[src/rtl/ddr4_phy_pkg.sv]
// Shared DDR4 PHY definitions: IOD word geometry, idle lane value and delay-line FSM states.
package ddr4_phy_pkg;

    localparam int IOD_PHASES = 4;
    localparam logic [IOD_PHASES-1:0] CA_IDLE_WORD = 4'hF;

    typedef enum logic [2:0] {
        DLY_IDLE   = 3'd0,
        DLY_SETUP  = 3'd1,
        DLY_MOVE   = 3'd2,
        DLY_SETTLE = 3'd3,
        DLY_LOAD   = 3'd4
    } dly_state_e;

endpackage

[src/rtl/ddr4_ca_dly_ctrl.sv]
// Dynamic TX delay-line controller: steps MOVE/DIRECTION/LOAD towards a requested tap and
// tracks the current tap value.
module ddr4_ca_dly_ctrl
    import ddr4_phy_pkg::*;
#(
    parameter int TAP_W       = 8,
    parameter int TAP_MAX     = 255,
    parameter int TAP_DEFAULT = 1,
    parameter int SETTLE_CYC  = 4
) (
    input  logic             clk_i,
    input  logic             rst_ni,
    input  logic [TAP_W-1:0] tap_req_i,
    input  logic             tap_req_valid_i,
    output logic             tap_req_ready_o,
    input  logic             tap_reload_i,
    output logic [TAP_W-1:0] tap_cur_o,
    output logic             tap_done_o,
    output logic             tap_err_o,
    output logic             dly_move_o,
    output logic             dly_dir_o,
    output logic             dly_load_o,
    input  logic             dly_oor_i
);

    localparam logic [TAP_W-1:0] TAP_MAX_V     = TAP_MAX[TAP_W-1:0];
    localparam logic [TAP_W-1:0] TAP_DEFAULT_V = TAP_DEFAULT[TAP_W-1:0];
    localparam logic [3:0]       SETTLE_LAST   = 4'(SETTLE_CYC - 1);

    dly_state_e       state_q;
    logic [TAP_W-1:0] tgt_q;
    logic [TAP_W-1:0] tap_q;
    logic [TAP_W-1:0] tap_step_d;
    logic [TAP_W-1:0] req_clamped;
    logic [3:0]       cnt_q;
    logic             dir_q;
    logic             done_q;
    logic             err_q;
    logic             req_accept;

    // Reload wins over a same-cycle request, so ready drops while it is pending.
    assign tap_req_ready_o = rst_ni && (state_q == DLY_IDLE) && !tap_reload_i;
    assign req_accept      = tap_req_valid_i && tap_req_ready_o;
    assign req_clamped     = (tap_req_i > TAP_MAX_V) ? TAP_MAX_V : tap_req_i;

    always_comb begin
        tap_step_d = tap_q;
        if (dir_q && (tap_q != TAP_MAX_V)) begin
            tap_step_d = tap_q + 1'b1;
        end else if (!dir_q && (tap_q != '0)) begin
            tap_step_d = tap_q - 1'b1;
        end
    end

    always_ff @(posedge clk_i or negedge rst_ni) begin
        if (!rst_ni) begin
            state_q <= DLY_IDLE;
            tgt_q   <= '0;
            tap_q   <= TAP_DEFAULT_V;
            cnt_q   <= '0;
            dir_q   <= 1'b0;
            done_q  <= 1'b0;
            err_q   <= 1'b0;
        end else begin
            done_q <= 1'b0;
            case (state_q)
                DLY_IDLE: begin
                    if (tap_reload_i) begin
                        state_q <= DLY_LOAD;
                    end else if (req_accept) begin
                        tgt_q <= req_clamped;
                        err_q <= 1'b0;
                        if (req_clamped == tap_q) begin
                            done_q <= 1'b1;
                        end else begin
                            dir_q   <= (req_clamped > tap_q);
                            state_q <= DLY_SETUP;
                        end
                    end
                end
                DLY_SETUP: state_q <= DLY_MOVE;
                DLY_MOVE: begin
                    cnt_q   <= '0;
                    state_q <= DLY_SETTLE;
                end
                DLY_SETTLE: begin
                    // An out-of-range report means the step did not land, so the tap is kept.
                    if (dly_oor_i) begin
                        err_q   <= 1'b1;
                        done_q  <= 1'b1;
                        state_q <= DLY_IDLE;
                    end else if (cnt_q == SETTLE_LAST) begin
                        tap_q <= tap_step_d;
                        if (tap_step_d == tgt_q) begin
                            done_q  <= 1'b1;
                            state_q <= DLY_IDLE;
                        end else begin
                            state_q <= DLY_MOVE;
                        end
                    end else begin
                        cnt_q <= cnt_q + 4'd1;
                    end
                end
                DLY_LOAD: begin
                    tap_q   <= TAP_DEFAULT_V;
                    err_q   <= 1'b0;
                    done_q  <= 1'b1;
                    state_q <= DLY_IDLE;
                end
                default: state_q <= DLY_IDLE;
            endcase
        end
    end

    assign tap_cur_o  = tap_q;
    assign tap_done_o = done_q;
    assign tap_err_o  = err_q;
    assign dly_move_o = (state_q == DLY_MOVE);
    assign dly_load_o = (state_q == DLY_LOAD);
    assign dly_dir_o  = dir_q;

endmodule

[src/rtl/ddr4_ca_lane_tx_ctrl.sv]
// Fabric-side driver for one DDR4 CA lane: additive-latency pipeline into the IOD 4:1 TX/OE
// words, plus the lane's dynamic TX delay-line controller.
module ddr4_ca_lane_tx_ctrl
    import ddr4_phy_pkg::*;
#(
    parameter int LAT_MAX     = 7,
    parameter int TAP_W       = 8,
    parameter int TAP_MAX     = 255,
    parameter int TAP_DEFAULT = 1,
    parameter int SETTLE_CYC  = 4
) (
    input  logic                  FAB_CLK,
    input  logic                  ARST_N,
    input  logic                  CMD_VALID,
    input  logic [IOD_PHASES-1:0] CMD_PHASE_N,
    input  logic [2:0]            ADD_LAT,
    input  logic                  CA_OE_EN,
    output logic [IOD_PHASES-1:0] TX_DATA_0,
    output logic [IOD_PHASES-1:0] OE_DATA_0,
    input  logic [TAP_W-1:0]      TAP_REQ,
    input  logic                  TAP_REQ_VALID,
    output logic                  TAP_REQ_READY,
    input  logic                  TAP_RELOAD,
    output logic [TAP_W-1:0]      TAP_CUR,
    output logic                  TAP_DONE,
    output logic                  TAP_ERR,
    output logic                  DELAY_LINE_MOVE_0,
    output logic                  DELAY_LINE_DIRECTION_0,
    output logic                  DELAY_LINE_LOAD_0,
    input  logic                  DELAY_LINE_OUT_OF_RANGE_0
);

    localparam logic [2:0] LAT_MAX_V = 3'(LAT_MAX);

    logic [IOD_PHASES-1:0] word_q;
    logic [IOD_PHASES-1:0] oe_q;
    logic [IOD_PHASES-1:0] word_sr_q [LAT_MAX];
    logic [IOD_PHASES-1:0] oe_sr_q   [LAT_MAX];
    logic [2:0]            lat_sel;

    // Idle phases shift out as deasserted-high so the lane never glitches active.
    always_ff @(posedge FAB_CLK or negedge ARST_N) begin
        if (!ARST_N) begin
            word_q <= CA_IDLE_WORD;
            oe_q   <= '0;
            for (int i = 0; i < LAT_MAX; i++) begin
                word_sr_q[i] <= CA_IDLE_WORD;
                oe_sr_q[i]   <= '0;
            end
        end else begin
            word_q       <= CMD_VALID ? CMD_PHASE_N : CA_IDLE_WORD;
            oe_q         <= {IOD_PHASES{CA_OE_EN}};
            word_sr_q[0] <= word_q;
            oe_sr_q[0]   <= oe_q;
            for (int i = 1; i < LAT_MAX; i++) begin
                word_sr_q[i] <= word_sr_q[i-1];
                oe_sr_q[i]   <= oe_sr_q[i-1];
            end
        end
    end

    always_comb begin
        lat_sel   = (ADD_LAT > LAT_MAX_V) ? LAT_MAX_V : ADD_LAT;
        TX_DATA_0 = word_q;
        OE_DATA_0 = oe_q;
        if (lat_sel != 3'd0) begin
            TX_DATA_0 = word_sr_q[lat_sel - 3'd1];
            OE_DATA_0 = oe_sr_q[lat_sel - 3'd1];
        end
    end

    ddr4_ca_dly_ctrl #(
        .TAP_W      (TAP_W),
        .TAP_MAX    (TAP_MAX),
        .TAP_DEFAULT(TAP_DEFAULT),
        .SETTLE_CYC (SETTLE_CYC)
    ) u_dly_ctrl (
        .clk_i          (FAB_CLK),
        .rst_ni         (ARST_N),
        .tap_req_i      (TAP_REQ),
        .tap_req_valid_i(TAP_REQ_VALID),
        .tap_req_ready_o(TAP_REQ_READY),
        .tap_reload_i   (TAP_RELOAD),
        .tap_cur_o      (TAP_CUR),
        .tap_done_o     (TAP_DONE),
        .tap_err_o      (TAP_ERR),
        .dly_move_o     (DELAY_LINE_MOVE_0),
        .dly_dir_o      (DELAY_LINE_DIRECTION_0),
        .dly_load_o     (DELAY_LINE_LOAD_0),
        .dly_oor_i      (DELAY_LINE_OUT_OF_RANGE_0)
    );

endmodule

[config.mk]
export PLATFORM = sky130hd
export DESIGN_NAME = ddr4_ca_lane_tx_ctrl
export DESIGN_NICKNAME = d
export VERILOG_FILES = /design/src/rtl/ddr4_phy_pkg.sv /design/src/rtl/ddr4_ca_dly_ctrl.sv /design/src/rtl/ddr4_ca_lane_tx_ctrl.sv
export SDC_FILE = /design/constraint.sdc
export NUM_CORES = 1
export LEC_CHECK = 0
export ABC_CLOCK_PERIOD_IN_PS = 2600
export CAP_MARGIN = 20
export CORE_AREA = 4 4 80 97
export DETAILED_ROUTE_END_ITERATION = 10
export DIE_AREA = 0 0 84 101
export PLACE_DENSITY_LB_ADDON = 0.25
export SYNTH_ARGS = -nofsm -noshare
export SYNTH_HDL_FRONTEND = slang
export SYNTH_HIERARCHICAL = 1
export SYNTH_SLANG_ARGS = --single-unit
export TNS_END_PERCENT = 20
[constraint.sdc]
create_clock -name FAB_CLK -period 2.6 [get_ports FAB_CLK]
set_input_delay 0.65 -clock FAB_CLK [delete_from_list [all_inputs] [get_ports FAB_CLK]]
set_output_delay 0.65 -clock FAB_CLK [all_outputs]
set_load 0.02 [all_outputs]
==> qor.yml <==
status: "completed"
clkTransAtPathRegs_ps: 70
post-synth-top-area-cell: "dfstp_2"
core_um2: 6771
cts_tree: "built"
timing.fmax_ghz: 0.3876
fillCellCount: 557
worstSetupEndpointType: "primary output"
critPathArrivalTime_ps: 1930
p_per_area_nw_per_um2: 818.0
grt.met3_usage_pct: 6.051
seq_area_frac_synth_pct: 50.54
io_pins: 44
grtUsageMet2_pct: 31.11
cts.sinks: 66
routed_via_density: 5.567
fin_skew_ps: 8.936
syn2layout_area_growth_pct: 28.95
vias: 2572
hpwl_mm: 5.560
synth_flop_cell: "dfstp_2"
netlist_area_um2: 3349
busiest_layer: "met2"
drc_errors: 0
tightestPinTransition_ps: 780.1
synth_nets: 341
synth_edf_count: 0
place_area_um2: 4019
final_cell_area_um2: 4319
rsz0062_at_grt: "yes"
drv_cap: 0
routed_wl_mm: 7.608
ys_top_cells_by_area: "dfstp_2 (26%), dfrtp_1 (25%), ha_1 (5.2%), mux4_1 (3.9%), nand2_1 (3.8%)"
die_y_um: 101
synth_most_common_cell: "nand2_1"
period_minus_slack_ps: 2580
wl_per_cell_um: 16.47
drv_slew: 0
start_util_pct: 49.46
postSynthRegisterBits: 66
port_buffers: 43
avgSynthCellArea_um2: 10.98
clk_path_buf_depth: 2
place_congestion: 0.9417
peakVddDrop_mv: 0.5082
drtAntennaViolNets: 0
final_cells: 462
clkLatencyLatePin_ps: 330
gr-usage-met1_pct: 22.83
diodes: 0
drive_gt1_share_pct: 29.60
synth_common_cells: "nand2_1 (34), dfrtp_1 (33), dfstp_2 (33)"
finalSetupViolCount: 0
h-tree-depth: 3
cp.required_ps: 1950
p_leak_nw: 1.839
fin_crit_sh_pct: 99.24
hold_viol_final: 0
crit_path_max_fanout: 4
chipWidth_um: 84
die_area_um2: 8484
synthArstFlopShare_pct: 100.0
fin_tns_setup_ps: 0
nets: 406
slew_headroom_pct: 48.00
synth_warnings: 6
drtIter0Drc: 87
dp_cells: 444
hold_path_class: "reg -> reg"
drt-pass1-iter-count: 5
grt_pass1_vias: 2527
placementRows: 33
grt_overflow: 0
grt_max_degree: 66
grt_usage_pct: 19.26
syn_inst: 305
start_kind: "input port"
antenna_found_initial: 0
synth.top_cell.area_share_pct: 25.89
grt_pass1_wl_mm: 12.65
yosysUniqueCellTypes: 52
clockRootBuffer: "clkbuf_8"
path_class: "in -> out"
cts-buffers-inserted: 9
power_mw: 3.533
-- repair_timing --
action	in CTS	in global routing
hold buffers	0	0
endpoints found under the setup margin	9	10
pin swaps	8	5
gates resized for setup	62	9
buffers inserted	2	0
-- metal layers --
| layer | vias to the layer above | wire [um] |
|---|---|---|
| met5 | - | 0 |
| met4 | 0 | 318 |
| met3 | 25 | 370 |
| met2 | 73 | 3772 |
| met1 | 1251 | 3146 |
| li1 | 1223 | - |
-- power by group --
group	switching (mW)	internal [mW]	total (mW)
clock network	0.368	0.539	0.907
registers	0.141	1.21	1.35
logic	0.667	0.609	1.28
-- registers in the layout, indices dropped and copies added (netlist names) --
register	flops
u_dly_ctrl/tap_done_o	1
u_dly_ctrl/cnt_q	4
word_sr_q	28
u_dly_ctrl/tap_err_o	1
u_dly_ctrl/tap_cur_o	8
oe_q	1
word_q	4
oe_sr_q	7
u_dly_ctrl/state_q	3
u_dly_ctrl/dly_dir_o	1
u_dly_ctrl/tgt_q	8
-- critical path, stage by stage --
cell	delay [ps]
buf_8	90
inv_6	30
ha_4	280
and2b_4	210
buf_12	130
a221oi_4	280
o31ai_2	90
buf_4	160
-- final timing paths --
check / slack, ps / to / depth (start not counted) / from
max in group asynchronous: 1420 / oe_sr_q[0] / 3 / ARST_N
worst min register to register: 350 / word_sr_q[15] / 0 / word_sr_q[19]
worst max register to register: 150 / u_dly_ctrl/state_q[1] / 8 / u_dly_ctrl/tap_cur_o[0]
worst max-delay path: 20 / TX_DATA_0[0] / 8 / ADD_LAT[0]
min in group asynchronous: 430 / word_q[2] / 2 / ARST_N
worst min-delay path: 350 / word_sr_q[15] / 0 / word_sr_q[19]
-- per-stage QoR --
| stage | hold WS [ps] | worst slack (ps) | util [%] |
|---|---|---|---|
| after floorplan | 345.9 | -73.95 | - |
| after global placement | 353.1 | -855.5 | 59.35 |
| after detailed placement | 350.9 | -874.5 | 59.35 |
| after CTS | 356.7 | 9.574 | 63.17 |
| after global routing | 360.5 | -33.61 | 63.78 |
| final | 352.8 | 19.81 | 63.78 |
-- area by class of cell --
class | count | area, um2 | area share (%)
Multi-Input combinational cell | 203 | 1573 | 36.41
Clock inverter | 5 | 78.83 | 1.825
Tap cell | 87 | 108.9 | 2.520
Clock buffer | 11 | 131.4 | 3.042
Inverter | 19 | 76.32 | 1.767
Sequential cell | 66 | 1693 | 39.19
Timing Repair Buffer | 71 | 658.1 | 15.24
-- cell usage in the layout, fill, tap and decap left out, types with 3 or more instances in the layout --
cell type,count
ha_1,12
mux4_1,5
dfstp_2,33
dfrtp_1,33
buf_4,26
a22o_1,6
nor3_1,6
clkdlybuf4s50_1,29
clkbuf_8,9
nor2_1,15
o31ai_1,11
inv_1,16
mux2_2,7
nand4_1,7
nand2_1,34
and3_1,3
buf_2,4
a21oi_1,4
xnor2_1,11
nor2b_1,4
nand3_1,3
a221oi_1,3
a31oi_1,3
nand2b_1,9
buf_6,6
o21ai_0,17
xor2_1,4
-- cell families after synthesis --
kind of cell / after synthesis / share of synthesized area [%]
DFF: 66 / 50.54
and+or+nand+nor: 99 / 15.69
adders and majority gates: 14 / 5.230
AOI/OAI and AO/OA: 62 / 12.89
buffers and inverters: 36 / 5.192
muxes: 12 / 6.276
xor gates and xnor gates: 16 / 4.184
Power figures use the tool's default switching activity.
